<file path="src/rtl/man_tx_dy.sv">
// Manchester transmitter for the optical link: start cell, 48-bit payload and
// CRC-16 framed onto an idle-high line, followed by an idle gap.
module man_tx_dy #(
    parameter int CLK_DIV  = 24,
    parameter int GAP_CLKS = 312
) (
    input  logic        clk,
    input  logic        reset,
    input  logic        send_i,
    input  logic [15:0] udc_i,
    input  logic [15:0] staa_i,
    input  logic [15:0] stab_i,
    output logic        M_T,
    output logic        busy_o,
    output logic        done_o,
    output logic        drop_o
);

    localparam int HW = (CLK_DIV > 1) ? $clog2(CLK_DIV) : 1;
    localparam int GW = $clog2(GAP_CLKS + 1);
    localparam logic [HW-1:0] HC_LAST  = HW'(CLK_DIV - 1);
    localparam logic [GW-1:0] GAP_LAST = GW'(GAP_CLKS - 1);

    typedef enum logic [2:0] {
        S_IDLE, S_START, S_DATA, S_CRC, S_GAP
    } state_t;

    state_t          r_state, w_state_n;
    logic [HW-1:0]   r_hcnt, w_hcnt_n;
    logic            r_half, w_half_n;
    logic [6:0]      r_cell, w_cell_n;
    logic [GW-1:0]   r_gap, w_gap_n;
    logic [47:0]     r_sr, w_sr_n;
    logic [15:0]     r_crc, w_crc_n;
    logic            r_mt, r_busy, r_done, r_drop;
    logic            w_mt_n, w_busy_n, w_done_n, w_drop_n;
    logic            w_bit_n, w_hend, w_cend, w_fb;

    assign w_hend = (r_hcnt == HC_LAST);
    assign w_cend = w_hend & r_half;
    assign w_fb   = r_sr[47] ^ r_crc[15];

    always_ff @(posedge clk) begin
        if (reset) r_state <= S_IDLE;
        else       r_state <= w_state_n;
    end

    always_comb begin
        w_state_n = r_state;
        unique case (r_state)
            S_IDLE:  if (send_i) w_state_n = S_START;
            S_START: if (w_cend) w_state_n = S_DATA;
            S_DATA:  if (w_cend && r_cell == 7'd48) w_state_n = S_CRC;
            S_CRC:   if (w_cend && r_cell == 7'd64) w_state_n = S_GAP;
            S_GAP:   if (r_gap == GAP_LAST) w_state_n = S_IDLE;
            default: w_state_n = S_IDLE;
        endcase
        if (reset) w_state_n = S_IDLE;
    end

    // CRC folds in each payload bit as its cell finishes on the line
    always_comb begin
        w_hcnt_n = r_hcnt;
        w_half_n = r_half;
        w_cell_n = r_cell;
        w_gap_n  = r_gap;
        w_sr_n   = r_sr;
        w_crc_n  = r_crc;
        unique case (r_state)
            S_IDLE: begin
                w_hcnt_n = '0;
                w_half_n = 1'b0;
                w_cell_n = '0;
                w_gap_n  = '0;
                w_crc_n  = '0;
                if (send_i) w_sr_n = {stab_i, staa_i, udc_i};
            end
            S_START, S_DATA, S_CRC: begin
                w_hcnt_n = w_hend ? '0 : r_hcnt + 1'b1;
                if (w_hend) w_half_n = ~r_half;
                if (w_cend && r_cell != 7'd64) w_cell_n = r_cell + 7'd1;
                if (w_cend && r_state == S_DATA) begin
                    w_sr_n  = {r_sr[46:0], 1'b0};
                    w_crc_n = {r_crc[14:0], 1'b0} ^ (w_fb ? 16'h1021 : 16'h0000);
                end
                if (w_cend && r_state == S_CRC) w_crc_n = {r_crc[14:0], 1'b0};
            end
            S_GAP: if (r_gap != GAP_LAST) w_gap_n = r_gap + 1'b1;
            default: ;
        endcase
    end

    always_ff @(posedge clk) begin
        if (reset) begin
            r_hcnt <= '0;
            r_half <= 1'b0;
            r_cell <= '0;
            r_gap  <= '0;
            r_sr   <= '0;
            r_crc  <= '0;
        end else begin
            r_hcnt <= w_hcnt_n;
            r_half <= w_half_n;
            r_cell <= w_cell_n;
            r_gap  <= w_gap_n;
            r_sr   <= w_sr_n;
            r_crc  <= w_crc_n;
        end
    end

    // line level is computed from next-cycle state so M_T can be a flop
    always_comb begin
        unique case (w_state_n)
            S_DATA:  w_bit_n = w_sr_n[47];
            S_CRC:   w_bit_n = w_crc_n[15];
            default: w_bit_n = 1'b1;
        endcase
        w_mt_n = 1'b1;
        if (w_state_n inside {S_START, S_DATA, S_CRC})
            w_mt_n = w_half_n ? w_bit_n : ~w_bit_n;
        w_busy_n = (w_state_n != S_IDLE);
        w_done_n = (r_state == S_GAP) && (w_state_n == S_IDLE);
        w_drop_n = send_i && (r_state != S_IDLE);
    end

    always_ff @(posedge clk) begin
        if (reset) begin
            r_mt   <= 1'b1;
            r_busy <= 1'b0;
            r_done <= 1'b0;
            r_drop <= 1'b0;
        end else begin
            r_mt   <= w_mt_n;
            r_busy <= w_busy_n;
            r_done <= w_done_n;
            r_drop <= w_drop_n;
        end
    end

    assign M_T    = r_mt;
    assign busy_o = r_busy;
    assign done_o = r_done;
    assign drop_o = r_drop;

endmodule

</file>
<file path="config.mk">
export PLATFORM = sky130hd
export DESIGN_NAME = man_tx_dy
export DESIGN_NICKNAME = d
export VERILOG_FILES = /design/src/rtl/man_tx_dy.sv
export SDC_FILE = /design/constraint.sdc
export NUM_CORES = 1
export LEC_CHECK = 0
export BUFFER_PORTS_ARGS = -buffer_cell sky130_fd_sc_hd__buf_2
export CORE_ASPECT_RATIO = 2
export CORE_UTILIZATION = 57
export DETAILED_ROUTE_END_ITERATION = 12
export PLACE_DENSITY = 0.79
export SYNTH_ARGS = -nofsm -noshare
export SYNTH_HDL_FRONTEND = slang
export SYNTH_SLANG_ARGS = --single-unit
</file>
<file path="constraint.sdc">
create_clock -name clk -period 2.9 [get_ports clk]
set_input_delay 0 -clock clk [delete_from_list [all_inputs] [get_ports clk]]
set_output_delay 0 -clock clk [all_outputs]
set_load 0.02 [all_outputs]
</file>
==> metrics <==
CTS sink count=93; post-detailed-route DRC marker count=0; Max rail drop VDD=0.330 mV; PortBufs=54; Max Cap Viol=0; grt ovf=0; Wirelength per Cell=15.0 um; post-synthesis sequential area ratio=0.463; Compound-Gate Fraction of Synth Area=0.261; reg2reg start=r_hcnt[0]; Core ar.=about 6900 um2; synth unique cells=52; Hold EP=r_cell[1]; Synth async-reset ratio=0; Post-CTS Resized=0; setup tns final=0 ns; I/O Pins=55; Clock Skew=0.00655 ns; final instance count without filler cells=643; Die X=61.4 um; Power per Cell Area=556 nW/um2; Initial Util=0.584; Layout Area Growth over Synthesis=26.2%; worst slew pin tran=0.864 ns; Crit Path Max Fanout=7; CTS Root Cell=clkbuf_16; Max-slew headroom=0.422; first-pass GRT wire length=15.3 mm; worst hold slack=0.0398 ns; # rows=43; ANT cells=0; Leak Pwr=between 1.5 and 2 nW; vias in the first global route=3597; Total GRT Usage=0.273; crit path time final=~2.6 ns; routed wire length=9.68 mm; fin area=5080 um2; Reg2Reg Depth=8; status=complete, no violations; CP Launch Type=register; fin. max-slew vios=0; Placed Instances=579; CTS clock-pin slew for the worst setup and hold paths=0.06 ns; Die Y-Extent=121 um; Synth Cell Area=4020 um2; Post-Syn Nets=521; DP Wirelength=5.73 mm; largest family of logic cells by synthesized area=compound AO/OA/AOI/OAI gates; final RePlAce weighted congestion=just under 0.9; Hold WC Path Type=input pin to register; Worst EP arrival=about 2.9 ns; Hold Path Origin=reset; count of flip-flops with a built-in enable after synthesis=0; mux share of post-synthesis cell area=0.00933; H-tree lvl count=3; die area=7420 um2; Via-to-Cell Ratio=5.85; element type at the critical path end=register; largest net degree at the start of global routing=74; TritonCTS clock tree=yes; # fillers=505; Clk Latency, worst-skew pair=0.35 ns; 1st-pass router iterations=6; most used flip-flop cell after synthesis=dfxtp_1; yosys warns=0; placed inst area=4290 um2; RSZ-0062 raised after global routing=no; xor and xnor fraction of the mapped netlist area=0.0109; ANT nets after route=0; R2R Path End=M_T; CP Class=register to register; # setup viols final=0; total number of vias=3759; Hold Violations, Final=0; Mapped Cells=between 400 and 500; worst hold stages=2; Adder-Cell Fraction of Synth Area=0.0155; CP required=3.16 ns; reg2reg setup slack=0.26 ns; Nets=604; syn_area_per_cell=8.65 um2; Max Clock Freq=between 300 and 400 MHz; Tot Pwr=about 2.8 mW; Post-Synth Simple-Gate Area=0.190; starting DRC count in detailed routing=between 300 and 400; layout cells sized above 1=0.163; antenna violations before repair=0; post-synthesis register bit count=93; Clock Tree Buf Depth=2; crit share post-route=0.912; number of CTS-inserted buffers=9
==> power breakdown <==
group	internal [mW]	switching, mW	leakage [nW]
Clock	0.697	0.501	0.149
Sequential	1.32	0.0306	0.758
Combinational	0.127	0.144	0.998
Total	2.15	0.675	1.91
==> metrics by stage <==
step	setup slack, ns	utilization
floorplan	0.554	-
global placement	0.429	0.623
detailed placement	0.284	0.623
CTS	0.255	0.737
global route	0.122	0.737
finish	0.256	0.737
==> cells in the mapped netlist (all sizes together), types with 2 or more instances <==
library cell | number | area [um2]
mux2 | 3 | 37.5
nor2b | 7 | 43.8
o211ai | 2 | 20.0
and2 | 3 | 18.8
nand2 | 58 | 218
nand4bb | 2 | 22.5
a22oi | 62 | 465
or3 | 6 | 37.5
xnor2 | 3 | 26.3
clkbuf | 15 | 56.3
a211oi | 6 | 50.1
o311ai | 2 | 42.6
a21oi | 65 | 325
and3 | 3 | 18.8
nand4 | 3 | 18.8
dfxtp | 93 | 1860
xor2 | 2 | 17.5
nand3 | 11 | 55.1
nor3 | 6 | 41.3
o21ai | 8 | 40.0
nor2 | 48 | 183
nor3b | 4 | 30.0
inv | 6 | 22.5
nor4 | 2 | 12.5
buf | 22 | 125
o311a | 2 | 20.0
ha | 5 | 62.6
==> logic make-up (layout without fill, tap and decap cells) <==
family	after synthesis	count (layout)
xor gates and xnor gates	5	5
adders and majority gates	5	5
DFF	93	93
AOI/OAI and AO/OA	155	155
muxes	3	3
and+or+nand+nor	161	161
buffers and inverters	43	131
==> layer usage <==
layer / share of wire / vias up / track usage
met2: 0.54 / 109 / 0.472
met5: 0 / - / 0
met1: 0.40 / 1783 / 0.286
met4: 0.023 / 0 / 0.131
met3: 0.042 / 23 / 0.0845
li1: - / 1844 / -
==> sequential cells by signal, summed over array words and instances, names as in the netlist, 3 cells and up <==
signal and cells:
r_state 3, r_hcnt 5, r_gap 9, r_cell 7
r_crc 16, r_sr 48
==> worst max-delay path, stage by stage (launching register included) <==
cell       delay (ns)
dfxtp_1          0.38
ha_1             0.22
and4b_1          0.22
ha_1             0.29
nand4bb_1        0.17
or3_1            0.42
o311ai_4         0.34
mux2_4           0.34
a211oi_2         0.19
==> layout make-up <==
type | count | area, um2 | share of cell area
flip-flops and latches | 93 | 1860 | 0.367
clock inverters | 6 | 68.8 | 0.0136
inverters | 6 | 22.5 | 0.00444
clock buffers | 10 | 239 | 0.0471
repair buffers | 109 | 803 | 0.158
multi-input cells | 329 | 1970 | 0.388
well taps | 90 | 113 | 0.0222
==> cell usage in the layout (no fill, tap or decap), types with 4 or more instances in the layout <==
cell type and count:
inv_1 6, clkbuf_16 9, ha_1 5, nor2b_1 6, o21ai_0 8, nand2_1 58, a21oi_1 65, nor3_1 5
a211oi_1 5, buf_2 54, or3_1 6, a22oi_1 62, nand3_1 11, nor3b_1 4, buf_4 7, nor2_1 46
dlygate4sd3_1 48, dfxtp_1 93
==> worst max-delay path by stage <==
| stage | start | end | slack (ns) | cells past startpoint |
|---|---|---|---|---|
| 2_1_floorplan | r_hcnt[0] | M_T | 0.55 | 8 |
| 3_3_place_gp | r_hcnt[0] | M_T | 0.43 | 8 |
| 3_5_place_dp | r_hcnt[0] | M_T | 0.28 | 8 |
| 4_1_cts | r_hcnt[0] | M_T | 0.26 | 8 |
| 5_1_grt | r_hcnt[0] | M_T | 0.12 | 8 |
| 6_report | r_hcnt[0] | M_T | 0.26 | 8 |
==> what timing repair did <==
item | CTS | global route
buffers inserted | 0 | 0
endpoints found under the hold margin | 48 | 0
hold buffers | 48 | 0
No activity file was read; power rests on OpenSTA's default activity.
